## src/rtl/mcs4_pkg.sv

```systemverilog
// Shared MCS-4 definitions: subcycle encodings used by the timing generator
// and by the CPU/ROM/RAM models.
package mcs4_pkg;

  localparam int SUBCYCLES = 8;

  typedef enum logic [$clog2(SUBCYCLES)-1:0] {
    SC_A1 = 3'd0,
    SC_A2 = 3'd1,
    SC_A3 = 3'd2,
    SC_M1 = 3'd3,
    SC_M2 = 3'd4,
    SC_X1 = 3'd5,
    SC_X2 = 3'd6,
    SC_X3 = 3'd7
  } subcycle_t;

  function automatic subcycle_t next_subcycle(input subcycle_t sc);
    return (sc == SC_X3) ? SC_A1 : subcycle_t'(sc + 3'd1);
  endfunction

endpackage

```

## src/rtl/mcs4_phase_edge.sv

```systemverilog
// Registers one active-low clock phase and flags its end-of-phase (0->1) edge.
module mcs4_phase_edge (
  input  logic clk,
  input  logic rst,
  input  logic phi,
  output logic rise
);

  logic phi_q;

  // Resetting to 1 means a phase held high through reset produces no edge.
  always_ff @(posedge clk) begin
    if (rst) phi_q <= 1'b1;
    else     phi_q <= phi;
  end

  assign rise = phi & ~phi_q;

endmodule

```

## src/rtl/mcs4_timing_gen.sv

```systemverilog
// MCS-4 instruction-cycle timing generator: subcycle FSM, SYNC, cycle counter.
// Define MCS4_CLK_CHECK_EN to build the clock-integrity checker driving ERR_o.
module mcs4_timing_gen
  import mcs4_pkg::*;
#(
  parameter int CNT_W   = 8,
  parameter int TIMEOUT = 16
) (
  input  logic             clk_i,
  input  logic             rst_i,
  input  logic             PHI1_i,
  input  logic             PHI2_i,
  output logic             SYNC_o,
  output logic [2:0]       SUBCYCLE_o,
  output logic             CYCLE_START_o,
  output logic             PHI1_RISE_o,
  output logic             PHI2_RISE_o,
  output logic             LOCKED_o,
  output logic [CNT_W-1:0] CYCLE_CNT_o,
  output logic             ERR_o
);

  logic rise1;
  logic rise2;

  mcs4_phase_edge u_phi1_edge (
    .clk  (clk_i),
    .rst  (rst_i),
    .phi  (PHI1_i),
    .rise (rise1)
  );

  mcs4_phase_edge u_phi2_edge (
    .clk  (clk_i),
    .rst  (rst_i),
    .phi  (PHI2_i),
    .rise (rise2)
  );

  subcycle_t        subcycle;
  logic             sync;
  logic             cycle_start;
  logic             phi1_rise;
  logic             phi2_rise;
  logic             locked;
  logic [CNT_W-1:0] cycle_cnt;

  // The PHI2 rise closes the current subcycle. Starting from X3 lets the
  // first rise land on A1; that first X3 is never announced on SYNC and the
  // cycle it closes is not counted.
  always_ff @(posedge clk_i) begin
    if (rst_i) begin
      subcycle    <= SC_X3;
      sync        <= 1'b1;
      cycle_start <= 1'b0;
      phi1_rise   <= 1'b0;
      phi2_rise   <= 1'b0;
      locked      <= 1'b0;
      cycle_cnt   <= '0;
    end else begin
      phi1_rise   <= rise1;
      phi2_rise   <= rise2;
      cycle_start <= 1'b0;
      if (rise2) begin
        subcycle <= next_subcycle(subcycle);
        case (subcycle)
          SC_X2: begin
            if (locked) sync <= 1'b0;
          end
          SC_X3: begin
            sync        <= 1'b1;
            cycle_start <= 1'b1;
            locked      <= 1'b1;
            if (locked) cycle_cnt <= cycle_cnt + 1'b1;
          end
          default: ;
        endcase
      end
    end
  end

  assign SUBCYCLE_o    = subcycle;
  assign SYNC_o        = sync;
  assign CYCLE_START_o = cycle_start;
  assign PHI1_RISE_o   = phi1_rise;
  assign PHI2_RISE_o   = phi2_rise;
  assign LOCKED_o      = locked;
  assign CYCLE_CNT_o   = cycle_cnt;

`ifdef MCS4_CLK_CHECK_EN
  localparam int WD_W = $clog2(TIMEOUT + 1);

  logic [WD_W-1:0] watchdog;
  logic            seen1;
  logic            err;
  logic            overlap;
  logic            order_err;
  logic            wd_expire;

  assign overlap   = ~PHI1_i & ~PHI2_i;
  assign order_err = rise2 & locked & ~(seen1 | rise1);
  assign wd_expire = ~rise2 & (watchdog == WD_W'(TIMEOUT - 1));

  // Watchdog saturates at TIMEOUT; seen1 remembers a PHI1 rise within the
  // current PHI2 period so that a missing PHI1 is caught at the next PHI2 rise.
  always_ff @(posedge clk_i) begin
    if (rst_i) begin
      watchdog <= '0;
      seen1    <= 1'b0;
      err      <= 1'b0;
    end else begin
      if (rise2) begin
        watchdog <= '0;
        seen1    <= 1'b0;
      end else begin
        seen1 <= seen1 | rise1;
        if (watchdog != WD_W'(TIMEOUT)) watchdog <= watchdog + 1'b1;
      end
      if (overlap || order_err || wd_expire) err <= 1'b1;
    end
  end

  assign ERR_o = err;
`else
  assign ERR_o = 1'b0;
`endif

endmodule

```

## config.mk

```make
export PLATFORM = sky130hd
export DESIGN_NAME = mcs4_timing_gen
export DESIGN_NICKNAME = d
export VERILOG_FILES = /design/src/rtl/mcs4_pkg.sv /design/src/rtl/mcs4_phase_edge.sv /design/src/rtl/mcs4_timing_gen.sv
export SDC_FILE = /design/constraint.sdc
export NUM_CORES = 1
export LEC_CHECK = 0
export ABC_CLOCK_PERIOD_IN_PS = 3200
export CAP_MARGIN = 20
export CORE_UTILIZATION = 30
export CTS_CLUSTER_SIZE = 40
export DETAILED_ROUTE_END_ITERATION = 16
export PLACE_DENSITY_LB_ADDON = 0.05
export SLEW_MARGIN = 20
export SYNTH_ARGS = -nofsm -noshare
export SYNTH_HDL_FRONTEND = slang
export SYNTH_HIERARCHICAL = 1
export SYNTH_SLANG_ARGS = --single-unit
```

## constraint.sdc

```tcl
create_clock -name clk_i -period 3.2 [get_ports clk_i]
set_input_delay 0.64 -clock clk_i [delete_from_list [all_inputs] [get_ports clk_i]]
set_output_delay 0.64 -clock clk_i [all_outputs]
set_load 0.01 [all_outputs]
```

==> results of run 1 <==
[layout by cell type, fill, tap and decap left out, types with 2 or more instances in the layout]
master,count
nor2b_1,4
nand4_1,3
nand3_1,2
a21oi_1,9
dfxtp_1,18
or2_1,2
ha_1,5
o21ai_0,4
o31ai_1,4
inv_1,3
clkdlybuf4s50_1,19
nand2_1,2
clkbuf_4,3
or4_1,3
nor2_1,5
[stage by stage]
stage               area [um^2]  utilization  worst slack [ps]  power (uW)  hold WS, ps
floorplan                 769.5            -              1480       260.4        473.4
global placement          975.9       0.4209             932.7       275.6        459.4
detailed placement        975.9       0.4209             906.8       275.5        469.2
CTS                        1012       0.4366              1189       418.7        484.0
global route               1012       0.4366              1114       434.1        522.5
finish                     1012       0.4366              1199       410.2        483.2
[cell type report]
class | instances | area (um^2) | share of cell area
clock buffer | 4 | 36.28 | 0.03585
tap | 28 | 35.03 | 0.03461
timing repair buffer | 20 | 197.7 | 0.1953
multi-input combinational | 55 | 371.6 | 0.3671
inverter | 3 | 11.26 | 0.01112
sequential | 18 | 360.3 | 0.3560
[sequential cells by signal, summed over array words and instances, names as in the netlist]
| register | count |
|---|---|
| CYCLE_CNT_o | 8 |
| CYCLE_START_o | 1 |
| LOCKED_o | 1 |
| PHI1_RISE_o | 1 |
| PHI2_RISE_o | 1 |
| SUBCYCLE_o | 3 |
| SYNC_o | 1 |
| u_phi1_edge/phi_q | 1 |
| u_phi2_edge/phi_q | 1 |
[per-layer routing]
metal	wire (um)	GRT usage	up-vias
met2	582	0.1751	13
met3	58	0.03768	4
met5	0	0	-
met1	742	0.1637	260
li1	-	-	324
met4	31	0.09211	0
[worst register-to-register path: stages (launching register included)]
cell	delay, ps
dfxtp_1	420
ha_1	200
ha_1	280
nand3_4	160
or4_1	530
a21oi_1	150
[synthesized netlist by cell type (all sizes together)]
master   n
buf      3
o21ai    4
a211o    1
ha       5
nand4    3
conb     1
o21bai   1
inv      3
nor2b    4
or2      2
nand2    2
nand3    3
mux2i    1
a21oi    9
and2     1
nand3b   1
nor2     5
xnor2    1
nand2b   1
or4      3
o31ai    4
or3      2
xor2     1
dfxtp   18
[worst max-delay path by stage]
| stage | slack [ps] | cells past startpoint | to | startpoint |
|---|---|---|---|---|
| detailed placement | 910 | 6 | CYCLE_CNT_o[7] | PHI2_i |
| global route | 1110 | 6 | CYCLE_CNT_o[7] | PHI2_i |
| finish | 1200 | 6 | CYCLE_CNT_o[7] | PHI2_i |
| global placement | 930 | 6 | CYCLE_CNT_o[5] | PHI2_i |
| CTS | 1190 | 1 | LOCKED_o | LOCKED_o |
| floorplan | 1480 | 5 | CYCLE_CNT_o[5] | PHI2_i |
[logic make-up after synthesis]
group                    Yosys count  synth area share
buffers and inverters              6           0.04877
AO/OA/AOI/OAI                     19            0.1447
other                              1          0.004873
XOR/XNOR                           2           0.02277
AND/OR/NAND/NOR                   27            0.2163
flip-flops                        18            0.4683
adder cells (fa/ha/maj)            5           0.08130
multiplexers                       1           0.01301
[power by group]
group | switching, uW | internal [uW] | leakage, uW | total, uW
registers | 4.62 | 229 | 0.000146 | 234
logic | 17.9 | 18.8 | 0.000201 | 36.7
clock network | 70.4 | 69.3 | 0.0000210 | 140
==> results.py, run 1 <==
metrics = {
    "logic_synthesis": {
        "synth.ff_latch_count": 18,
        "synthesis.area_um2": 769.5,
        "synth_cells": 79,
        "syn_avg_cell_area_um2": 9.740,
        "netlist.area_leader.share": 0.4683,
        "ys_warn_count": 6,
        "ys_seq_area_frac": 0.4683,
        "ys_top_cells_by_area": "dfxtp_1, ha_1, a21oi_1",
        "yosysUniqueCellTypes": 27,
        "synth_nets": 88,
        "synth_area_leader_cell": "dfxtp_1",
    },
    "global_routing": {
        "grt_antenna_before_repair": 0,
        "overflow": 0,
        "grt_pass1_wl_um": 2449,
        "grt_pass1_vias": 562,
        "grt_max_degree": 18,
        "grt_use_total": 0.1267,
    },
    "cells_and_area": {
        "final_layout_size_suffix_gt1_frac": 0.07000,
        "fin_nets": 110,
        "nFillCells": 242,
        "fin_cells": 128,
        "n_antenna_cell": 0,
        "area_growth_syn_to_layout_pct": 31.54,
    },
    "drt": {
        "routed_via_density": 4.695,
        "vias": 601,
        "drt_pre_antenna_iters": 4,
        "drc": 0,
        "ant_nets": 0,
        "wl_per_cell_um": 11.05,
        "drt_wl_total_um": 1414,
        "drt_iter0_drc": 7,
    },
    "setup_path": {
        "cp_max_fo": 10,
        "crit_buf_inv": 2,
        "reg2reg_to": "CYCLE_CNT_o[7]",
        "r2r-start": "SUBCYCLE_o[0]",
        "worstPathRequired_ps": 3420,
        "critical-path-max-stage-delay_ps": 530,
        "end_kind": "flop",
        "startpoint_type": "primary input",
        "ff2ff_path_depth": 5,
        "crit_family": "simple AND/OR/NAND/NOR gates",
        "cp_slowest_cell": "or4_1",
        "arrival_ps": 2220,
        "reg2reg_slack_ps": 1380,
        "worstPathCellList": "clkdlybuf4s50_1 > nor2b_1 > buf_4 > nand3_4 > or4_1 > a21oi_1",
        "critical_path_class": "primary input to flop",
    },
    "cts": {
        "h-tree-depth": 1,
        "cts_resized": 0,
        "postCtsSetupBuffers": 0,
        "cts_max_path_buffers": 2,
        "worstSkewPairLatency_ps": 290,
        "cts.clk_slew.worst_paths_ps": 100,
        "cts_tree": "done",
        "cts.sinks": 18,
        "cts_buffers": 3,
        "clockRootBuffer": "clkbuf_4",
        "ctsHoldBuffers": 0,
    },
    "timing": {
        "skew_ps": 8.340,
        "setup_tns_ps": 0,
        "drv_slew": 0,
        "max_clock_freq_ghz": 0.4999,
        "slew_headroom": 0.6078,
        "period_needed_ps": 2001,
        "setup_viol": 0,
        "tightest_slew_ps": 586.4,
        "finalCritPeriodShare": 0.6252,
        "hold_violations": 0,
        "rsz0062_at_grt": "no",
    },
    "die": {
        "start_util": 0.3319,
        "die_h_um": 52.65,
        "core_area_um2": 2318,
        "rows": 17,
        "die-area_um2": 2772,
        "pin_count": 21,
        "fp.dieW_um": 52.65,
    },
    "pwr": {
        "power.leakage_uw": 0.0003684,
        "ir_drop_mv": 0.2268,
        "p_per_area_nw_per_um2": 405.2,
    },
    "placed_design": {
        "dp_hpwl_um": 991.4,
        "place_congestion": 0.7869,
        "dp.cells": 124,
        "io_buffers": 19,
    },
    "hold_path": {
        "hold_path.class": "flop to flop",
        "hold_path_end": "CYCLE_CNT_o[7]",
        "holdPathStages": 2,
        "hold_start": "CYCLE_CNT_o[7]",
    },
    "status": {
        "status": "finished clean",
    },
    "job": {
        "max_cap_violations": 0,
    },
}
Power figures use the tool's default switching activity.
==> inputs of run 2 (changes only) <==
--- a/config.mk
+++ b/config.mk
@@ -5,7 +5,7 @@
 export SDC_FILE = /design/constraint.sdc
 export NUM_CORES = 1
 export LEC_CHECK = 0
-export ABC_CLOCK_PERIOD_IN_PS = 3200
+export ABC_CLOCK_PERIOD_IN_PS = 2000
 export CAP_MARGIN = 20
 export CORE_UTILIZATION = 30
 export CTS_CLUSTER_SIZE = 40
==> constraint.sdc (replaced) <==
create_clock -name clk_i -period 2 [get_ports clk_i]
set_input_delay 0.4 -clock clk_i [delete_from_list [all_inputs] [get_ports clk_i]]
set_output_delay 0.4 -clock clk_i [all_outputs]
set_load 0.01 [all_outputs]
==> run 2 against run 1 <==
Against the previous run: critical endpoint unchanged; register-to-register slack worse by 1200 ps; final cell count increased by 3.1%; non-clock buffer count is 4 higher; clock skew fell by 4.7 ps; largest cell class unchanged; core utilization up 1.3 points; setup slack worse by 1000 ps; sequential power grew 60%; clock-buffer cell count unchanged; power increased by 62%; critical path depth fell by 1.
==> results.py, run 2 (synthesized netlist as in run 1, its figures left out) <==
metrics = {
    "pwr": {
        "clkPwrFrac": 0.346,
        "seqPwrFrac": 0.563,
        "finalPower_uw": 664.5,
        "internal_power_uw": 508.8,
        "power.leakage_uw": 0.0003857,
        "comb_power_share": 0.091,
        "p_sw_frac": 0.2343,
        "power.switching_uw": 155.7,
        "p_per_area_nw_per_um2": 637.6,
        "ir_drop_mv": 0.5352,
    },
    "global_routing": {
        "grt_pass1_wl_um": 2635,
        "grt_antenna_before_repair": 0,
        "grt_max_degree": 13,
        "overflow": 0,
        "grt_use_total": 0.1361,
        "grt_pass1_vias": 591,
    },
    "cts": {
        "cts_resized": 0,
        "cts_max_path_buffers": 2,
        "cts_buffers": 3,
        "worstSkewPairLatency_ps": 300,
        "clockRootBuffer": "clkbuf_4",
        "cts.clk_slew.worst_paths_ps": 100,
        "postCtsSetupBuffers": 0,
        "cts.sinks": 18,
        "h-tree-depth": 1,
        "ctsHoldBuffers": 0,
        "cts_tree": "done",
    },
    "setup_path": {
        "cp_max_fo": 6,
        "reg2reg_to": "CYCLE_CNT_o[7]",
        "reg2reg_slack_ps": 190,
        "critical-path-max-stage-delay_ps": 520,
        "endpoint": "CYCLE_CNT_o[7]",
        "end_kind": "flop",
        "arrival_ps": 2050,
        "crit_buf_inv": 0,
        "worstPathCellList": "ha_1 > ha_1 > nand3_4 > or4_1 > a21oi_1",
        "critPathLaunch": "SUBCYCLE_o[0]",
        "path_depth": 5,
        "crit_family": "simple AND/OR/NAND/NOR gates",
        "cp_common_cell": "ha_1",
        "critical_path_class": "flop to flop",
        "startpoint_type": "flop",
        "r2r-start": "SUBCYCLE_o[0]",
        "cp_slowest_cell": "or4_1",
        "worstPathRequired_ps": 2240,
        "ff2ff_path_depth": 5,
    },
    "drt": {
        "drt_iter0_drc": 6,
        "drc": 0,
        "ant_nets": 0,
        "drt_pre_antenna_iters": 2,
        "drt_wl_total_um": 1533,
        "vias": 633,
        "wl_per_cell_um": 11.61,
        "routed_via_density": 4.795,
    },
    "timing": {
        "max_clock_freq_ghz": 0.5522,
        "setup_ws_ps": 189.0,
        "drv_slew": 0,
        "skew_ps": 3.654,
        "period_needed_ps": 1811,
        "setup_viol": 0,
        "finalCritPeriodShare": 0.9055,
        "hold_violations": 0,
        "rsz0062_at_grt": "no",
    },
    "job": {
        "max_cap_violations": 0,
    },
    "status": {
        "status": "finished clean",
    },
    "placed_design": {
        "place_area_um2": 1006,
        "dp_hpwl_um": 1098,
        "place_congestion": 0.8449,
        "post-place-ws_ps": -50.09,
        "io_buffers": 19,
    },
    "cells_and_area": {
        "final_core_util": 0.4495,
        "n_antenna_cell": 0,
        "fin_area_um2": 1042,
        "mostFrequentLayoutCells": "clkdlybuf4s50_1, dfxtp_1, a21oi_1",
        "largest_reg_flops": 8,
        "fin_nets": 114,
        "final_common_cell": "clkdlybuf4s50_1",
        "final_layout_size_suffix_gt1_frac": 0.1058,
        "area_growth_syn_to_layout_pct": 35.45,
    },
    "die": {
        "die-area_um2": 2772,
        "die_h_um": 52.65,
        "fp.dieW_um": 52.65,
        "rows": 17,
        "start_util": 0.3319,
        "core_area_um2": 2318,
        "pin_count": 21,
    },
    "hold_path": {
        "hold_path.class": "flop to flop",
    },
}
run 2: cell types whose count changed in the layout (fill, tap and decap cells not counted), sizes merged:
cell / delta
buf: +4
run 2: per-stage QoR:
step	hold slack, ps	cells	TNS [ps]
global placement	459.7	128	-53.78
finish	485.1	132	0
global route	528.5	132	0
CTS	494.0	132	0
detailed placement	477.7	128	-153.8
floorplan	471.6	79	0
run 2: layer usage:
metal,global-route usage,vias to the layer above,routed length (um)
met5,0,-,0
met4,0.03947,0,14
met3,0.06377,2,71
met2,0.2215,15,685
met1,0.1573,291,761
li1,-,325,-
run 2: layout make-up:
type / instances / area (um^2)
Clock buffer: 4 / 36.28
Fill cell: 241 / 1276
Tap cell: 28 / 35.03
Sequential cell: 18 / 360.3
Multi-Input combinational cell: 55 / 371.6
Timing Repair Buffer: 24 / 227.7
Inverter: 3 / 11.26
run 2: power groups by stage:
stage / Clock [uW] / Sequential, uW / Combinational, uW
finish: 230 / 374 / 60.7
global placement: 0 / 382 / 60.4
detailed placement: 0 / 382 / 61.0
CTS: 242 / 374 / 61.2
global route: 258 / 375 / 67.7
floorplan: 0 / 384 / 32.4
run 2: how the worst min path moves through the flow:
stage	start	endpoint	slack, ps	depth (start not counted)
5_1_grt	CYCLE_CNT_o[7]	CYCLE_CNT_o[7]	530	2
3_5_place_dp	CYCLE_CNT_o[7]	CYCLE_CNT_o[7]	480	2
2_1_floorplan	rst_i	PHI1_RISE_o	470	1
4_1_cts	CYCLE_CNT_o[7]	CYCLE_CNT_o[7]	490	2
3_3_place_gp	CYCLE_CNT_o[7]	CYCLE_CNT_o[7]	460	2
6_report	CYCLE_CNT_o[7]	CYCLE_CNT_o[7]	490	2
run 2: tightest hold or removal path: stages, from the launching register on:
cell and delay (ps):
dfxtp_1 330, o31ai_1 60, a21oi_1 50
